===== config.mk =====
export PLATFORM = sky130hd
export DESIGN_NAME = binary_mul_acc_4_1
export DESIGN_NICKNAME = d
export VERILOG_FILES = /design/src/rtl/binary_mul_acc_4_1.sv
export SDC_FILE = /design/constraint.sdc
export NUM_CORES = 1
export LEC_CHECK = 0
export BUFFER_PORTS_ARGS = -buffer_cell sky130_fd_sc_hd__clkbuf_2
export CORE_ASPECT_RATIO = 0.7
export CORE_MARGIN = 5
export CORE_UTILIZATION = 63
export CTS_CLUSTER_SIZE = 8
export DETAILED_ROUTE_END_ITERATION = 16
export PLACE_DENSITY_LB_ADDON = 0.12
export SLEW_MARGIN = 20
export SYNTH_ARGS = -nofsm -noshare
export SYNTH_HDL_FRONTEND = slang
export SYNTH_SLANG_ARGS = --single-unit

===== constraint.sdc =====
create_clock -name clk -period 6.4 [get_ports clk]
set_input_delay 0.96 -clock clk [delete_from_list [all_inputs] [get_ports clk]]
set_output_delay 0.96 -clock clk [all_outputs]
set_load 0.01 [all_outputs]

===== src/rtl/binary_mul_acc_4_1.sv =====
// Signed dot-product accumulator placed behind the pipelined 4x4 multiplier.
// A {valid,last} tag rides a delay line matched to the multiplier so each tag meets its product.
module binary_mul_acc_4_1 #(
   parameter int LATENCY = 5,
   parameter int P_W     = 7,
   parameter int ACC_W   = 12,
   parameter int CNT_W   = 6
) (
   input  logic                    clk,
   input  logic                    rst,
   input  logic                    en,
   input  logic                    in_valid,
   input  logic                    in_last,
   input  logic signed [P_W-1:0]   P,
   output logic signed [ACC_W-1:0] sum,
   output logic                    sum_valid,
   output logic [CNT_W-1:0]        n_terms,
   output logic                    ovf,
   output logic                    busy
);

   localparam logic [0:0] IDLE = 1'b0;
   localparam logic [0:0] ACC  = 1'b1;

   localparam logic signed [ACC_W-1:0] ACC_MAX = {1'b0, {(ACC_W-1){1'b1}}};
   localparam logic signed [ACC_W-1:0] ACC_MIN = {1'b1, {(ACC_W-1){1'b0}}};
   localparam logic [CNT_W-1:0]        CNT_ONE = CNT_W'(1);
   localparam logic [CNT_W-1:0]        CNT_MAX = '1;

   function automatic logic signed [ACC_W:0] sext_p(input logic signed [P_W-1:0] p);
      return {{(ACC_W+1-P_W){p[P_W-1]}}, p};
   endfunction

   // The two top bits of the widened sum disagree exactly when ACC_W bits cannot hold it.
   function automatic logic is_clamped(input logic signed [ACC_W:0] x);
      return x[ACC_W] != x[ACC_W-1];
   endfunction

   function automatic logic signed [ACC_W-1:0] sat_acc(input logic signed [ACC_W:0] x);
      logic signed [ACC_W-1:0] r;
      if (is_clamped(x))
         r = x[ACC_W] ? ACC_MIN : ACC_MAX;
      else
         r = x[ACC_W-1:0];
      return r;
   endfunction

   logic [LATENCY-1:0]      tag_vld_p0;
   logic [LATENCY-1:0]      tag_lst_p0;
   logic                    dv;
   logic                    dl;
   logic [0:0]              state_p1;
   logic signed [ACC_W-1:0] acc_p1;
   logic [CNT_W-1:0]        cnt_p1;
   logic                    ovf_i_p1;
   logic signed [ACC_W:0]   p_ext;
   logic signed [ACC_W:0]   acc_ext;
   logic signed [ACC_W:0]   acc_raw;
   logic signed [ACC_W-1:0] acc_sat;
   logic                    clamp;
   logic                    cnt_full;
   logic [CNT_W-1:0]        cnt_inc;
   logic                    step;

   // Stage p0: tag delay line, shifted in lockstep with the multiplier; bit 0 is the entry.
   always_ff @(posedge clk or posedge rst) begin
      if (rst) begin
         tag_vld_p0 <= '0;
         tag_lst_p0 <= '0;
      end else if (en) begin
         tag_vld_p0 <= (tag_vld_p0 << 1) | LATENCY'(in_valid);
         tag_lst_p0 <= (tag_lst_p0 << 1) | LATENCY'(in_valid & in_last);
      end
   end

   assign dv = tag_vld_p0[LATENCY-1];
   assign dl = tag_lst_p0[LATENCY-1];

   assign p_ext    = sext_p(P);
   assign acc_ext  = {acc_p1[ACC_W-1], acc_p1};
   assign acc_raw  = acc_ext + p_ext;
   assign acc_sat  = sat_acc(acc_raw);
   assign clamp    = is_clamped(acc_raw);
   assign cnt_full = (cnt_p1 == CNT_MAX);
   assign cnt_inc  = cnt_full ? CNT_MAX : cnt_p1 + CNT_ONE;
   assign step     = en & dv;

   // Stage p1: accumulate the aligned product and emit on the tagged last term.
   always_ff @(posedge clk or posedge rst) begin
      if (rst) begin
         state_p1  <= IDLE;
         acc_p1    <= '0;
         cnt_p1    <= '0;
         ovf_i_p1  <= 1'b0;
         sum       <= '0;
         sum_valid <= 1'b0;
         n_terms   <= '0;
         ovf       <= 1'b0;
      end else begin
         sum_valid <= 1'b0;
         if (step) begin
            case (state_p1)
               IDLE: begin
                  if (dl) begin
                     sum       <= sat_acc(p_ext);
                     n_terms   <= CNT_ONE;
                     ovf       <= 1'b0;
                     sum_valid <= 1'b1;
                  end else begin
                     state_p1 <= ACC;
                     acc_p1   <= p_ext[ACC_W-1:0];
                     cnt_p1   <= CNT_ONE;
                     ovf_i_p1 <= 1'b0;
                  end
               end
               ACC: begin
                  if (dl) begin
                     sum       <= acc_sat;
                     n_terms   <= cnt_inc;
                     ovf       <= ovf_i_p1 | clamp | cnt_full;
                     sum_valid <= 1'b1;
                     state_p1  <= IDLE;
                     acc_p1    <= '0;
                     cnt_p1    <= '0;
                     ovf_i_p1  <= 1'b0;
                  end else begin
                     acc_p1   <= acc_sat;
                     cnt_p1   <= cnt_inc;
                     ovf_i_p1 <= ovf_i_p1 | clamp | cnt_full;
                  end
               end
               default: state_p1 <= IDLE;
            endcase
         end
      end
   end

   assign busy = (state_p1 == ACC) | (|tag_vld_p0);

endmodule

==> results_dict.tcl <==
set metrics [dict create \
    status "complete, no violations" \
    drt_pass1_iterations 4 \
    core_area_mm2 0.00435 \
    clk_pin_slew_worst_paths_ns 0.08 \
    final_layout_size_suffix_gt1_share_pct 20.8 \
    synthArstFlopShare_pct 100 \
    syn-num-nets 307 \
    grt_usage_pct 22.3 \
    fp.dieH_um 66.2 \
    switching_share_pct 40.7 \
    ys_seq_area_share_pct 44.1 \
    path_cells "clkbuf_2 -> ha_1 -> fa_1 -> a211oi_1 -> o21ai_0 -> o221ai_1 -> a21oi_1 -> nand2_1 -> nor2_1 -> a221o_1" \
    min_from "sum[9]" \
    worstRegToRegCells 9 \
    worstReg2RegEnd "acc_p1[5]" \
    path_class "input port to flip-flop" \
    top_level_ports 33 \
    antenna_cells 0 \
    antenna_found_initial 0 \
    tightest_slew_ns 0.820 \
    clk_latency_ns 0.31 \
    drv_slew 0 \
    cts_tree "built" \
    power_density_mw_per_mm2 519 \
    cts-root-buf "clkbuf_8" \
    cp_top_family "compound AO/OA/AOI/OAI gates" \
    overflow 0 \
    fin_crit_ns 3.47 \
    globalplace.congestion 0.871 \
    hold_violations 0 \
    clock_power_share_pct 16.5 \
    grt_pass1_wl_um 10600 \
    nFillCells 318 \
    hp-class "flip-flop to flip-flop" \
    syn-cell-area_mm2 0.00284 \
    slew_headroom_pct 45.2 \
    r2r_slack_ns 3.28 \
    viasPerCell 6.12 \
    power_frac_comb_pct 50.4 \
    crit_slowest_cell "nor2_1" \
    switchingPower_mw 0.668 \
    multi_input_area_mm2 0.00151 \
    worstSetupStartpointType "input port" \
    cts-buffers-inserted 5 \
    dp.cells 359 \
    syn_to_final_growth_pct 11.3 \
    rsz0062_at_grt "no" \
    drc 0 \
    min_to "sum[9]" \
    finalSetupViolations 0 \
    clock-sinks 50 \
    worst-path-buf-inv 1 \
    power.leakage_nw 1.48 \
    power_mw 1.64 \
    ctsResizeCount 0 \
    dpl.hpwl_um 4550 \
    drtIter0Drc 153 \
    crit_arrival_ns 3.71 \
    rows 20 \
    wl_per_cell_um 16.9 \
    max_stage_delay_ns 0.57 \
    dp_slack_ns 2.64 \
    nets 337 \
    cp.required_ns 6.64 \
    peakVddDrop_uv 298 \
    yosysUniqueCellTypes 60 \
    io_buffers 32 \
    post-route-worst-setup-slack_ns 2.93 \
    dieArea_mm2 0.00597 \
    post_cts_buffers 0 \
    layout.cells.non_filler 367 \
    initial_utilization_pct 65.2 \
    power.internal_mw 0.973 \
    cts-hold-fix-buffers 0 \
    die_w_um 90.3 \
    drv_cap 0 \
    via_count 2245 \
    avgSynthCellArea_um2 10.1 \
    crit_path_end_kind "flip-flop" \
    ant_nets 0 \
    yosysWarningCount 0 \
    cp_max_fo 10 \
    reg2reg_from "acc_p1[0]" \
    pwr-share-seq_pct 33.0 \
    fin_util_pct 72.6 \
    wl_um 6190 \
    cts-htree-levels 2 \
    ff_latch_area_mm2 0.00125 \
    fin_setup_tns_ns 0 \
    ys_ff_latch 50 \
    skew_ns 0.0108 \
    clockBufferDepth 2 \
    period_share_pct 54.3 \
    hold_depth 1 \
    fmax_mhz 288 \
    grt_max_degree 51 \
    grt_pass1_vias 2160 \
    synth_edf_count 0 \
    syn_inst 281 \
    synthFlopType "dfrtp_1" \
]
cells in the mapped netlist, types with 2 or more instances:
| cell type | count | area [um2] |
|---|---|---|
| nor2_1 | 20 | 75.1 |
| a21oi_1 | 14 | 70.1 |
| o221a_2 | 4 | 45.0 |
| mux2_2 | 9 | 101 |
| nand4b_1 | 4 | 35.0 |
| ha_1 | 13 | 163 |
| o221ai_1 | 2 | 17.5 |
| nand2b_1 | 2 | 12.5 |
| inv_1 | 6 | 22.5 |
| and3_1 | 4 | 25.0 |
| a21o_1 | 7 | 52.6 |
| nand3_1 | 9 | 45.0 |
| xor2_1 | 3 | 26.3 |
| nor3_1 | 5 | 25.0 |
| xnor2_1 | 5 | 43.8 |
| a211oi_1 | 4 | 30.0 |
| o211ai_1 | 2 | 15.0 |
| o21ai_2 | 2 | 17.5 |
| a221o_1 | 6 | 60.1 |
| o21bai_1 | 2 | 15.0 |
| o31ai_1 | 4 | 30.0 |
| nor4_1 | 3 | 18.8 |
| o22a_1 | 6 | 52.6 |
| o21ai_0 | 20 | 100 |
| nand2_1 | 32 | 120 |
| mux2i_1 | 5 | 50.1 |
| dfrtp_1 | 50 | 1250 |
| clkbuf_1 | 6 | 22.5 |
cells by family after synthesis:
group	synth area share, %
adder cells (fa/ha/maj)	6.78
buffers and inverters	2.73
XOR/XNOR	2.47
multiplexers	5.33
AND/OR/NAND/NOR	17.3
AO/OA/AOI/OAI	21.4
flip-flops	44.1
routing by layer:
metal  wire length, um  global-route usage [%]  up-vias  share of wire [%]
met5                 0                       0        -                  0
met4                70                    6.13        0                1.1
li1                  -                       -     1118                  -
met2              2600                    33.9       76                 42
met1              3100                    33.0     1042                 50
met3               421                    3.87        9                6.8
registers in the layout, summed over array words and instances (netlist names):
name	flops
tag_vld_p0	5
ovf_i_p1	1
sum_valid	1
tag_lst_p0	5
sum	12
state_p1	1
cnt_p1	6
ovf	1
n_terms	6
acc_p1	12
worst max path at each step:
stage          from         to  slack (ns)  cells past startpoint
6_report       P[0]  acc_p1[5]        2.93                     10
5_1_grt        P[0]  acc_p1[1]        2.77                     10
4_1_cts        P[6]  acc_p1[2]        2.98                      9
3_5_place_dp   P[6]  acc_p1[2]        2.64                      9
3_3_place_gp   P[6]  acc_p1[2]        2.76                      9
2_1_floorplan  P[6]  acc_p1[0]        3.18                      8
stage by stage:
step	instance area (um2)	hold slack [ns]
CTS	3160	0.484
floorplan	2840	0.449
detailed placement	3020	0.465
finish	3160	0.480
global route	3160	0.505
global placement	3020	0.452
cells in the final DEF, fill, tap and decap left out, types with 3 or more instances in the layout:
cell,Yosys,final
a211oi_1,4,4
a21o_1,7,7
a21oi_1,14,14
a221o_1,6,6
and3_1,4,4
clkbuf_2,0,32
clkbuf_8,0,6
dfrtp_1,50,50
ha_1,13,13
inv_1,6,5
mux2_2,9,9
mux2i_1,5,5
nand2_1,32,32
nand3_1,9,9
nand4b_1,4,4
nor2_1,20,20
nor3_1,5,5
nor4_1,3,3
o21ai_0,20,20
o221a_2,4,4
o22a_1,6,6
o31ai_1,4,4
xnor2_1,5,5
xor2_1,3,3
power by group through the flow:
stage,combinational (mW),sequential [mW],clock [mW]
4_1_cts,0.825,0.540,0.275
5_1_grt,0.925,0.560,0.289
6_report,0.828,0.542,0.271
2_1_floorplan,0.625,0.533,0
3_3_place_gp,0.803,0.544,0
3_5_place_dp,0.823,0.545,0
final cells by class:
cell class / instances / share of cell area (%)
clock buffer: 6 / 2.61
clock inverter: 2 / 1.90
inverter: 7 / 0.871
multi-input combinational: 215 / 47.8
sequential: 50 / 39.6
tap: 55 / 2.18
timing repair buffer: 32 / 5.07
No activity file was read; power rests on OpenSTA's default activity.
